`src/rtl/legv8_pkg.sv`:
```
// Shared FSM states, opcode patterns and datapath control encodings
// for the LEGv8 multi-cycle controller.
package legv8_pkg;

    typedef logic [3:0] state_t;

    localparam state_t S_IDLE     = 4'd0;
    localparam state_t S_FETCH    = 4'd1;
    localparam state_t S_DECODE   = 4'd2;
    localparam state_t S_MEM_ADDR = 4'd3;
    localparam state_t S_MEM_RD   = 4'd4;
    localparam state_t S_MEM_WB   = 4'd5;
    localparam state_t S_MEM_WR   = 4'd6;
    localparam state_t S_R_EXEC   = 4'd7;
    localparam state_t S_R_WB     = 4'd8;
    localparam state_t S_BRANCH   = 4'd9;
    localparam state_t S_JUMP     = 4'd10;
    localparam state_t S_TRAP     = 4'd11;

    // R-type pattern 1x_x01_01x_000
    localparam logic [10:0] OP_R_MASK   = 11'b10011110111;
    localparam logic [10:0] OP_R_PAT    = 11'b10001010000;
    localparam logic [10:0] OP_LDUR_PAT = 11'b11111000010;
    localparam logic [10:0] OP_STUR_PAT = 11'b11111000000;
    localparam logic [10:0] OP_CBZ_MASK = 11'b11111111000;
    localparam logic [10:0] OP_CBZ_PAT  = 11'b10110100000;
    localparam logic [10:0] OP_B_MASK   = 11'b11111100000;
    localparam logic [10:0] OP_B_PAT    = 11'b00010100000;

    localparam logic [1:0] ALUB_REG     = 2'b00;
    localparam logic [1:0] ALUB_FOUR    = 2'b01;
    localparam logic [1:0] ALUB_IMM     = 2'b10;
    localparam logic [1:0] ALUB_IMM_SH2 = 2'b11;

    localparam logic [1:0] ALU_ADD   = 2'b00;
    localparam logic [1:0] ALU_PASSB = 2'b01;
    localparam logic [1:0] ALU_FUNCT = 2'b10;

    typedef struct packed {
        logic is_r;
        logic is_ldur;
        logic is_stur;
        logic is_cbz;
        logic is_b;
        logic illegal;
    } opclass_t;

    function automatic logic op_match(
        input logic [10:0] op,
        input logic [10:0] mask,
        input logic [10:0] pat
    );
        return (op & mask) == pat;
    endfunction

endpackage

```
`src/rtl/legv8_opdecode.sv`:
```
// Combinational LEGv8 opcode classifier.
// B is only recognised when LEGV8_B_INSN_EN is defined.
module legv8_opdecode
    import legv8_pkg::*;
(
    input  logic [10:0] opcode_i,
    output opclass_t    class_o
);

    always_comb begin
        class_o         = '0;
        class_o.is_r    = op_match(opcode_i, OP_R_MASK, OP_R_PAT);
        class_o.is_ldur = (opcode_i == OP_LDUR_PAT);
        class_o.is_stur = (opcode_i == OP_STUR_PAT);
        class_o.is_cbz  = op_match(opcode_i, OP_CBZ_MASK, OP_CBZ_PAT);
`ifdef LEGV8_B_INSN_EN
        class_o.is_b    = op_match(opcode_i, OP_B_MASK, OP_B_PAT);
`else
        class_o.is_b    = 1'b0;
`endif
        class_o.illegal = !(class_o.is_r | class_o.is_ldur |
                            class_o.is_stur | class_o.is_cbz |
                            class_o.is_b);
    end

endmodule

```
`src/rtl/legv8_multicycle_ctrl.sv`:
```
// LEGv8 multi-cycle sequencer with memory handshake and trap handling.
// Optional B instruction support via LEGV8_B_INSN_EN.
module legv8_multicycle_ctrl
    import legv8_pkg::*;
#(
    parameter int MEM_TIMEOUT = 16,
    parameter int CNT_W       = 8
) (
    input  logic        clk,
    input  logic        rst_n,
    input  logic        run,
    input  logic [10:0] opcode,
    input  logic        mem_ready,
    output logic        pc_write,
    output logic        pc_write_cond,
    output logic        pc_source,
    output logic        ir_write,
    output logic        i_or_d,
    output logic        mem_read,
    output logic        mem_write,
    output logic        mem_to_reg,
    output logic        reg_write,
    output logic        reg2loc,
    output logic        alu_src_a,
    output logic [1:0]  alu_src_b,
    output logic [1:0]  alu_op,
    output logic        retire,
    output logic        illegal,
    output logic        mem_err
);

    localparam logic [CNT_W-1:0] TMO_LAST = CNT_W'(MEM_TIMEOUT - 1);

    state_t           state_q, state_d;
    logic [CNT_W-1:0] cnt_q, cnt_d;
    logic             illegal_q, illegal_d;
    logic             mem_err_q, mem_err_d;
    logic             wait_st;
    logic             next_fetch;
    opclass_t         cls;

    legv8_opdecode u_opdecode (
        .opcode_i (opcode),
        .class_o  (cls)
    );

    always_ff @(posedge clk or negedge rst_n) begin
        if (!rst_n) begin
            state_q   <= S_IDLE;
            cnt_q     <= '0;
            illegal_q <= 1'b0;
            mem_err_q <= 1'b0;
        end else begin
            state_q   <= state_d;
            cnt_q     <= cnt_d;
            illegal_q <= illegal_d;
            mem_err_q <= mem_err_d;
        end
    end

    assign wait_st = (state_q == S_FETCH) ||
                     (state_q == S_MEM_RD) ||
                     (state_q == S_MEM_WR);
    assign next_fetch = run;

    always_comb begin
        state_d   = state_q;
        cnt_d     = '0;
        illegal_d = illegal_q;
        mem_err_d = mem_err_q;
        case (state_q)
            S_IDLE:     if (run) state_d = S_FETCH;
            S_FETCH:    if (mem_ready) state_d = S_DECODE;
            S_DECODE: begin
                unique case (1'b1)
                    cls.is_r:    state_d = S_R_EXEC;
                    cls.is_ldur: state_d = S_MEM_ADDR;
                    cls.is_stur: state_d = S_MEM_ADDR;
                    cls.is_cbz:  state_d = S_BRANCH;
                    cls.is_b:    state_d = S_JUMP;
                    default:     state_d = S_TRAP;
                endcase
                illegal_d = illegal_q | cls.illegal;
            end
            S_MEM_ADDR: state_d = cls.is_stur ? S_MEM_WR : S_MEM_RD;
            S_MEM_RD:   if (mem_ready) state_d = S_MEM_WB;
            S_MEM_WR: begin
                if (mem_ready)
                    state_d = next_fetch ? S_FETCH : S_IDLE;
            end
            S_R_EXEC:   state_d = S_R_WB;
            S_R_WB, S_MEM_WB, S_BRANCH, S_JUMP:
                state_d = next_fetch ? S_FETCH : S_IDLE;
            S_TRAP:     state_d = S_TRAP;
            default:    state_d = S_TRAP;
        endcase
        // A ready on the last allowed cycle completes normally.
        if (wait_st && !mem_ready) begin
            if (cnt_q == TMO_LAST) begin
                state_d   = S_TRAP;
                mem_err_d = 1'b1;
            end else begin
                cnt_d = cnt_q + CNT_W'(1);
            end
        end
    end

    always_comb begin
        pc_write      = 1'b0;
        pc_write_cond = 1'b0;
        pc_source     = 1'b0;
        ir_write      = 1'b0;
        i_or_d        = 1'b0;
        mem_read      = 1'b0;
        mem_write     = 1'b0;
        mem_to_reg    = 1'b0;
        reg_write     = 1'b0;
        reg2loc       = 1'b0;
        alu_src_a     = 1'b0;
        alu_src_b     = ALUB_REG;
        alu_op        = ALU_ADD;
        retire        = 1'b0;
        case (state_q)
            S_FETCH: begin
                mem_read  = 1'b1;
                alu_src_b = ALUB_FOUR;
                ir_write  = mem_ready;
                pc_write  = mem_ready;
            end
            S_DECODE: begin
                alu_src_b = ALUB_IMM_SH2;
                reg2loc   = cls.is_stur | cls.is_cbz;
            end
            S_MEM_ADDR: begin
                alu_src_a = 1'b1;
                alu_src_b = ALUB_IMM;
                reg2loc   = cls.is_stur;
            end
            S_MEM_RD: begin
                i_or_d   = 1'b1;
                mem_read = 1'b1;
            end
            S_MEM_WB: begin
                reg_write  = 1'b1;
                mem_to_reg = 1'b1;
                retire     = 1'b1;
            end
            S_MEM_WR: begin
                i_or_d    = 1'b1;
                mem_write = 1'b1;
                reg2loc   = 1'b1;
                retire    = mem_ready;
            end
            S_R_EXEC: begin
                alu_src_a = 1'b1;
                alu_op    = ALU_FUNCT;
            end
            S_R_WB: begin
                reg_write = 1'b1;
                retire    = 1'b1;
            end
            S_BRANCH: begin
                reg2loc       = 1'b1;
                alu_src_a     = 1'b1;
                alu_op        = ALU_PASSB;
                pc_write_cond = 1'b1;
                pc_source     = 1'b1;
                retire        = 1'b1;
            end
            S_JUMP: begin
                pc_write  = 1'b1;
                pc_source = 1'b1;
                retire    = 1'b1;
            end
            default: ;
        endcase
    end

    assign illegal = illegal_q;
    assign mem_err = mem_err_q;

endmodule
```
`config.mk`:
```
export PLATFORM = sky130hd
export DESIGN_NAME = legv8_multicycle_ctrl
export DESIGN_NICKNAME = d
export VERILOG_FILES = /design/src/rtl/legv8_pkg.sv /design/src/rtl/legv8_opdecode.sv /design/src/rtl/legv8_multicycle_ctrl.sv
export SDC_FILE = /design/constraint.sdc
export NUM_CORES = 1
export LEC_CHECK = 0
export ABC_CLOCK_PERIOD_IN_PS = 4700
export CAP_MARGIN = 10
export CORE_MARGIN = 2
export CORE_UTILIZATION = 25
export CTS_CLUSTER_SIZE = 28
export DETAILED_ROUTE_END_ITERATION = 12
export GPL_TIMING_DRIVEN = 0
export PLACE_DENSITY = 0.54
export SETUP_SLACK_MARGIN = 0.5
export SLEW_MARGIN = 10
export SYNTH_ARGS = -nofsm -noshare
export SYNTH_HDL_FRONTEND = slang
export SYNTH_SLANG_ARGS = --single-unit
```
`constraint.sdc`:
```
create_clock -name clk -period 4.7 [get_ports clk]
set_input_delay 1.41 -clock clk [delete_from_list [all_inputs] [get_ports clk]]
set_output_delay 1.41 -clock clk [all_outputs]
set_load 0.02 [all_outputs]
```
After elaboration in Yosys (flattened, before gate mapping) --
Index checks and enable logic that the tools add are counted.
Storage, ports and cells: bits in writable memories 0, memory bits (read-only) 0, memories kept 0, output and inout bits 18, logic and storage cells 66, latch bits 0, register bits 14
Operators by class: div/mod/pow operators 0, multiplexer cells 26, shift operators 0, multipliers 0, bitwise gates (word level) 5, add/sub/neg operators 1, order comparisons 0, reductions and logical operators 15, eq/ne operators 15
Operators with widths (number):
- case mux 4 bit (8 select lines) | 1
- 2-to-1 mux 4 bit | 6
- equality test 11 bit (second input constant) | 2
- equality test 4 x 3 -> 1 bit (second input constant) | 4
- equality test 8 bit (second input constant) | 2
- 2-to-1 mux 8 bit | 2
- equality test 4 bit (second input constant) | 3
- case mux 4 bit (3 select lines) | 1
- OR reduction 2 bit | 6
- 2-to-1 mux 1 bit | 10
- adder 8 x 1 -> 8 bit (second input constant) | 1
- equality test 4 x 2 -> 1 bit (second input constant) | 2
- equality test 8 x 4 -> 1 bit (second input constant) | 1
- case mux 2 bit (3 select lines) | 1
- OR 1 bit | 5
- equality test 4 x 1 -> 1 bit (second input constant) | 1
- zero test 4 bit | 1
- case mux 1 bit (2 select lines) | 2
- case mux 2 bit (2 select lines) | 1
- OR reduction 4 bit | 1
- case mux 1 bit (3 select lines) | 1
- OR reduction 3 bit | 1
- zero test 1 bit | 2
- logical OR 1 bit | 2
- 3 further kinds | 3

Logic depth before layout (Yosys ltp) --
depth in word-level cells 6, gate-level depth with buffers 5, mapped depth without buffers 5

Hierarchy --
Synthesis repeated with hierarchy kept, for this count alone.
Second synthesis, totals: cell total of the unflattened synthesis 134, area total of the unflattened synthesis 1042.2 µm²
Modules (own cells, without submodules):
- legv8_multicycle_ctrl | cells an instance 119, area each 934.6 µm², sequential area each 350.3 µm², times used 1
- legv8_opdecode | cells an instance 15, area each 107.6 µm², sequential area each 0.0 µm², times used 1

Least setup slack after synthesis --
No wires, ideal clock.
path kind input to output, start in opcode[3], end out reg2loc, arrival time 2.456 ns, buffers on the path 0, required time 3.290 ns, setup slack 0.834 ns, stages 4, cells stage by stage or4b_1 -> o21ai_0 -> nor3b_1 -> or3_1
On the way: longest elaborated chain between the ends 3
RTL lines:
- from (decl) | line legv8_multicycle_ctrl.sv:12 | input logic [10:0] opcode,
- equality test 11 bit / equality test 8 bit (equally long branches) | line legv8_opdecode.sv:14, legv8_pkg.sv:53
- OR 1 bit | line legv8_multicycle_ctrl.sv:132 | reg2loc = cls.is_stur | cls.is_cbz;
- case mux 1 bit (3 select lines) (*) | line legv8_multicycle_ctrl.sv:123 | case (state_q)
- to (decl) | line legv8_multicycle_ctrl.sv:23 | output logic reg2loc,
Every way passes the cells marked *; elsewhere a longest branch is shown, timed or not.

Final worst setup path --
start in opcode[10], end out reg2loc
Same word-level chain as after synthesis.

==> run_results.csv <==
group,metric,value,unit
critical_path,crit_fanout,3,
logic_synthesis,ys_seq_area_frac,0.3549,
min_path,holdPathStages,1,
logic_synthesis,synth-main-ff-cell,"dfrtp_1",
clocking,clock_latency,0.25,ns
timing,grt_setup_unrepaired,"yes",
clocking,ctsHoldBuffers,0,
final_layout,fin_util,0.3899,
critical_path,crit_family,"simple AND/OR/NAND/NOR gates",
critical_path,r2r_end,"state_q[3]",
clocking,numCtsBuffers,3,
detailed_routing,wl_per_cell,12.67,microns
timing,fin_ws,0.5456,ns
critical_path,path_class,"input port to output port",
run_status,outcome,"complete, no violations",
placement,gp_congestion,0.7946,
critical_path,worst_path_largest_cell_delay,0.49,ns
pwr,pwr_density_cell,176.2,mW/mm^2
grt,grt_pass1_vias,1046,
grt,gr-total-overflow,0,
critical_path,end_kind,"output port",
timing,timing.final.crit_share,0.8839,
timing,drv_slew,0,
critical_path,worstPathCellList,"clkdlybuf4s50_1 > nor3b_2 > nand4_1 > nor4b_2 > or3_1 > buf_6",
detailed_routing,drt_iter0_markers,15,
logic_synthesis,synth.avg_cell_area,8.159,sq um
timing,hold_viol,0,
logic_synthesis,synth_area,987.2,sq um
critical_path,crit_slowest_cell,"clkdlybuf4s50_1",
critical_path,reg2reg_depth,3,
grt,grt_max_degree,15,
min_path,min_path_type,"flop to flop",
final_layout,n_antenna_cell,0,
logic_synthesis,syn_inst,121,
logic_synthesis,synth_area_leaders,"dfrtp_1, nor2_1, nand2b_1",
final_layout,mostFrequentLayoutCells,"nor2_1, clkdlybuf4s50_1, dfrtp_1",
grt,antenna_found_initial,0,
pwr,p_total,0.2553,mW
timing,setup_viol,0,
logic_synthesis,synth-edff-count,0,
final_layout,final_common_cell,"nor2_1",
timing,worst_slew_pin_slew,0.6230,ns
die,core,0.003716,sq mm
pwr,ir_drop,0.08429,mV
final_layout,final_layout_size_suffix_gt1_frac,0.1132,
logic_synthesis,yosysTopAreaCell,"dfrtp_1",
detailed_routing,wl,2623,microns
logic_synthesis,ys_async_sr_fraction,1.000,
clocking,cts_sinks,14,
die,die_w,66.84,microns
detailed_routing,via_per_inst,4.874,
pwr,leakagePower,0.5631,nW
placement,port_buffers,31,
timing,max_slew_margin,0.5834,
die,die_area,0.004468,sq mm
detailed_routing,ant_nets,0,
placement,preCtsSetupSlack,-0.1603,ns
logic_synthesis,ys_seq_elements,14,
grt,grt_pass1_wl,4388,microns
detailed_routing,post-route-drc-count,0,
critical_path,r2r_start,"state_q[1]",
critical_path,worst_ep_arrival_time,2.74,ns
clocking,clk_path_buf_depth,2,
min_path,holdPathEnd,"cnt_q[0]",
final_layout,nets,176,
logic_synthesis,synth_top_area_frac,0.3549,
detailed_routing,drt_first_pass_iters,4,
die,initial_core_util,0.2657,
critical_path,rrSetupSlack,3.16,ns
critical_path,crit_buf_inv,2,
critical_path,worstPathRequired,3.29,ns
timing,fin_crit,4.154,ns
logic_synthesis,synth_cell_types,41,
grt,grt_usage,0.1280,
clocking,clkSlewWorstSetupHoldPaths,0.06,ns
timing,holdWs,0.4588,ns
die,num_rows,22,
timing,timing.fmax,240.7,MHz
logic_synthesis,synthesis.nets,137,
final_layout,area_growth,46.77,%
logic_synthesis,yosys_warnings,0,
min_path,hold_start,"cnt_q[0]",
die,fp.dieH,66.84,microns
timing,finClkSkew,0.004433,ns
clocking,h-tree-depth,1,
detailed_routing,num_vias,1009,
placement,dp_hpwl,1996,microns
die,io_pins,33,
job,drv_cap,0,
clocking,root_buffer,"clkbuf_8",
clocking,tritoncts,"built",
critical_path,start_kind,"input port",
[routing by layer]
| metal | GRT usage | up-vias | wire (microns) |
|---|---|---|---|
| li1 | - | 505 | - |
| met1 | 0.1544 | 468 | 1208 |
| met2 | 0.2263 | 33 | 1264 |
| met3 | 0.03209 | 3 | 134 |
| met4 | 0.03061 | 0 | 16 |
| met5 | 0 | - | 0 |
[how the worst max path moves through the flow]
stage                from       to  cells after the start
6_report       opcode[10]  reg2loc                      6
5_1_grt        opcode[10]  reg2loc                      6
4_1_cts        opcode[10]  reg2loc                      6
3_5_place_dp    opcode[4]  reg2loc                      6
3_3_place_gp    opcode[4]  reg2loc                      6
2_1_floorplan   opcode[3]  reg2loc                      4
[cell usage after synthesis, types with 2 or more instances]
master	n
or3_1	2
o21ai_0	4
nor3b_1	3
dfrtp_1	14
nor2_1	24
nand3_1	4
a21boi_0	2
a21oi_1	4
and3_1	2
o22ai_1	3
xor2_1	3
a22oi_1	2
buf_2	2
o21bai_1	2
nand2b_1	6
inv_1	4
clkbuf_1	4
nor4b_1	2
nand2_1	8
xnor2_1	4
nand4_1	2
[power by group]
group | total [mW] | internal [mW] | switching [mW]
Clock | 0.117 | 0.0742 | 0.0427
Sequential | 0.121 | 0.121 | 0
Combinational | 0.0178 | 0.0104 | 0.00744
[what timing repair did]
item / CTS / global route
pin swaps: 6 / 2
setup endpoints to repair: 1 / 3
gates cloned: 0 / 0
hold endpoints to repair: 0 / 0
setup buffers: 2 / 1
gates resized for setup: 17 / 3
[state kept, by name, summed over array words and instances, names as in the netlist]
| signal | flops |
|---|---|
| mem_err | 1 |
| illegal | 1 |
| state_q | 4 |
| cnt_q | 8 |
[worst register-to-register path: cells and delay by family (launching register included)]
family	cells	cell delay [ns]
AOI/OAI and AO/OA	1	0.40
and+or+nand+nor	1	0.22
DFF	1	0.45
buffers and inverters	1	0.35
[logic make-up (layout without fill, tap and decap cells)]
family,count (synthesis),in the layout,synth area share
flops,14,14,0.3549
simple gates,62,62,0.3346
mux,1,1,0.01014
compound gates,25,25,0.1774
buf+inv,11,49,0.04816
xor+xnor,7,7,0.06211
fa+ha+maj,1,1,0.01267
[through the flow]
| stage | setup TNS (ns) | area [sq um] | instances |
|---|---|---|---|
| 2_1_floorplan | 0 | 987.2 | 121 |
| 3_3_place_gp | -0.1650 | 1358 | 200 |
| 3_5_place_dp | -0.1603 | 1358 | 200 |
| 4_1_cts | 0 | 1435 | 206 |
| 5_1_grt | 0 | 1449 | 207 |
| 6_report | 0 | 1449 | 207 |
[area by class of cell]
class | count | area (sq um)
flip-flops and latches | 14 | 350.3
fillers | 405 | 2267
multi-input cells | 96 | 609.3
inverters | 4 | 15.01
repair buffers | 34 | 325.3
well taps | 48 | 60.06
plain buffers | 7 | 33.78
clock buffers | 4 | 55.05
No activity file was read; power rests on OpenSTA's default activity.
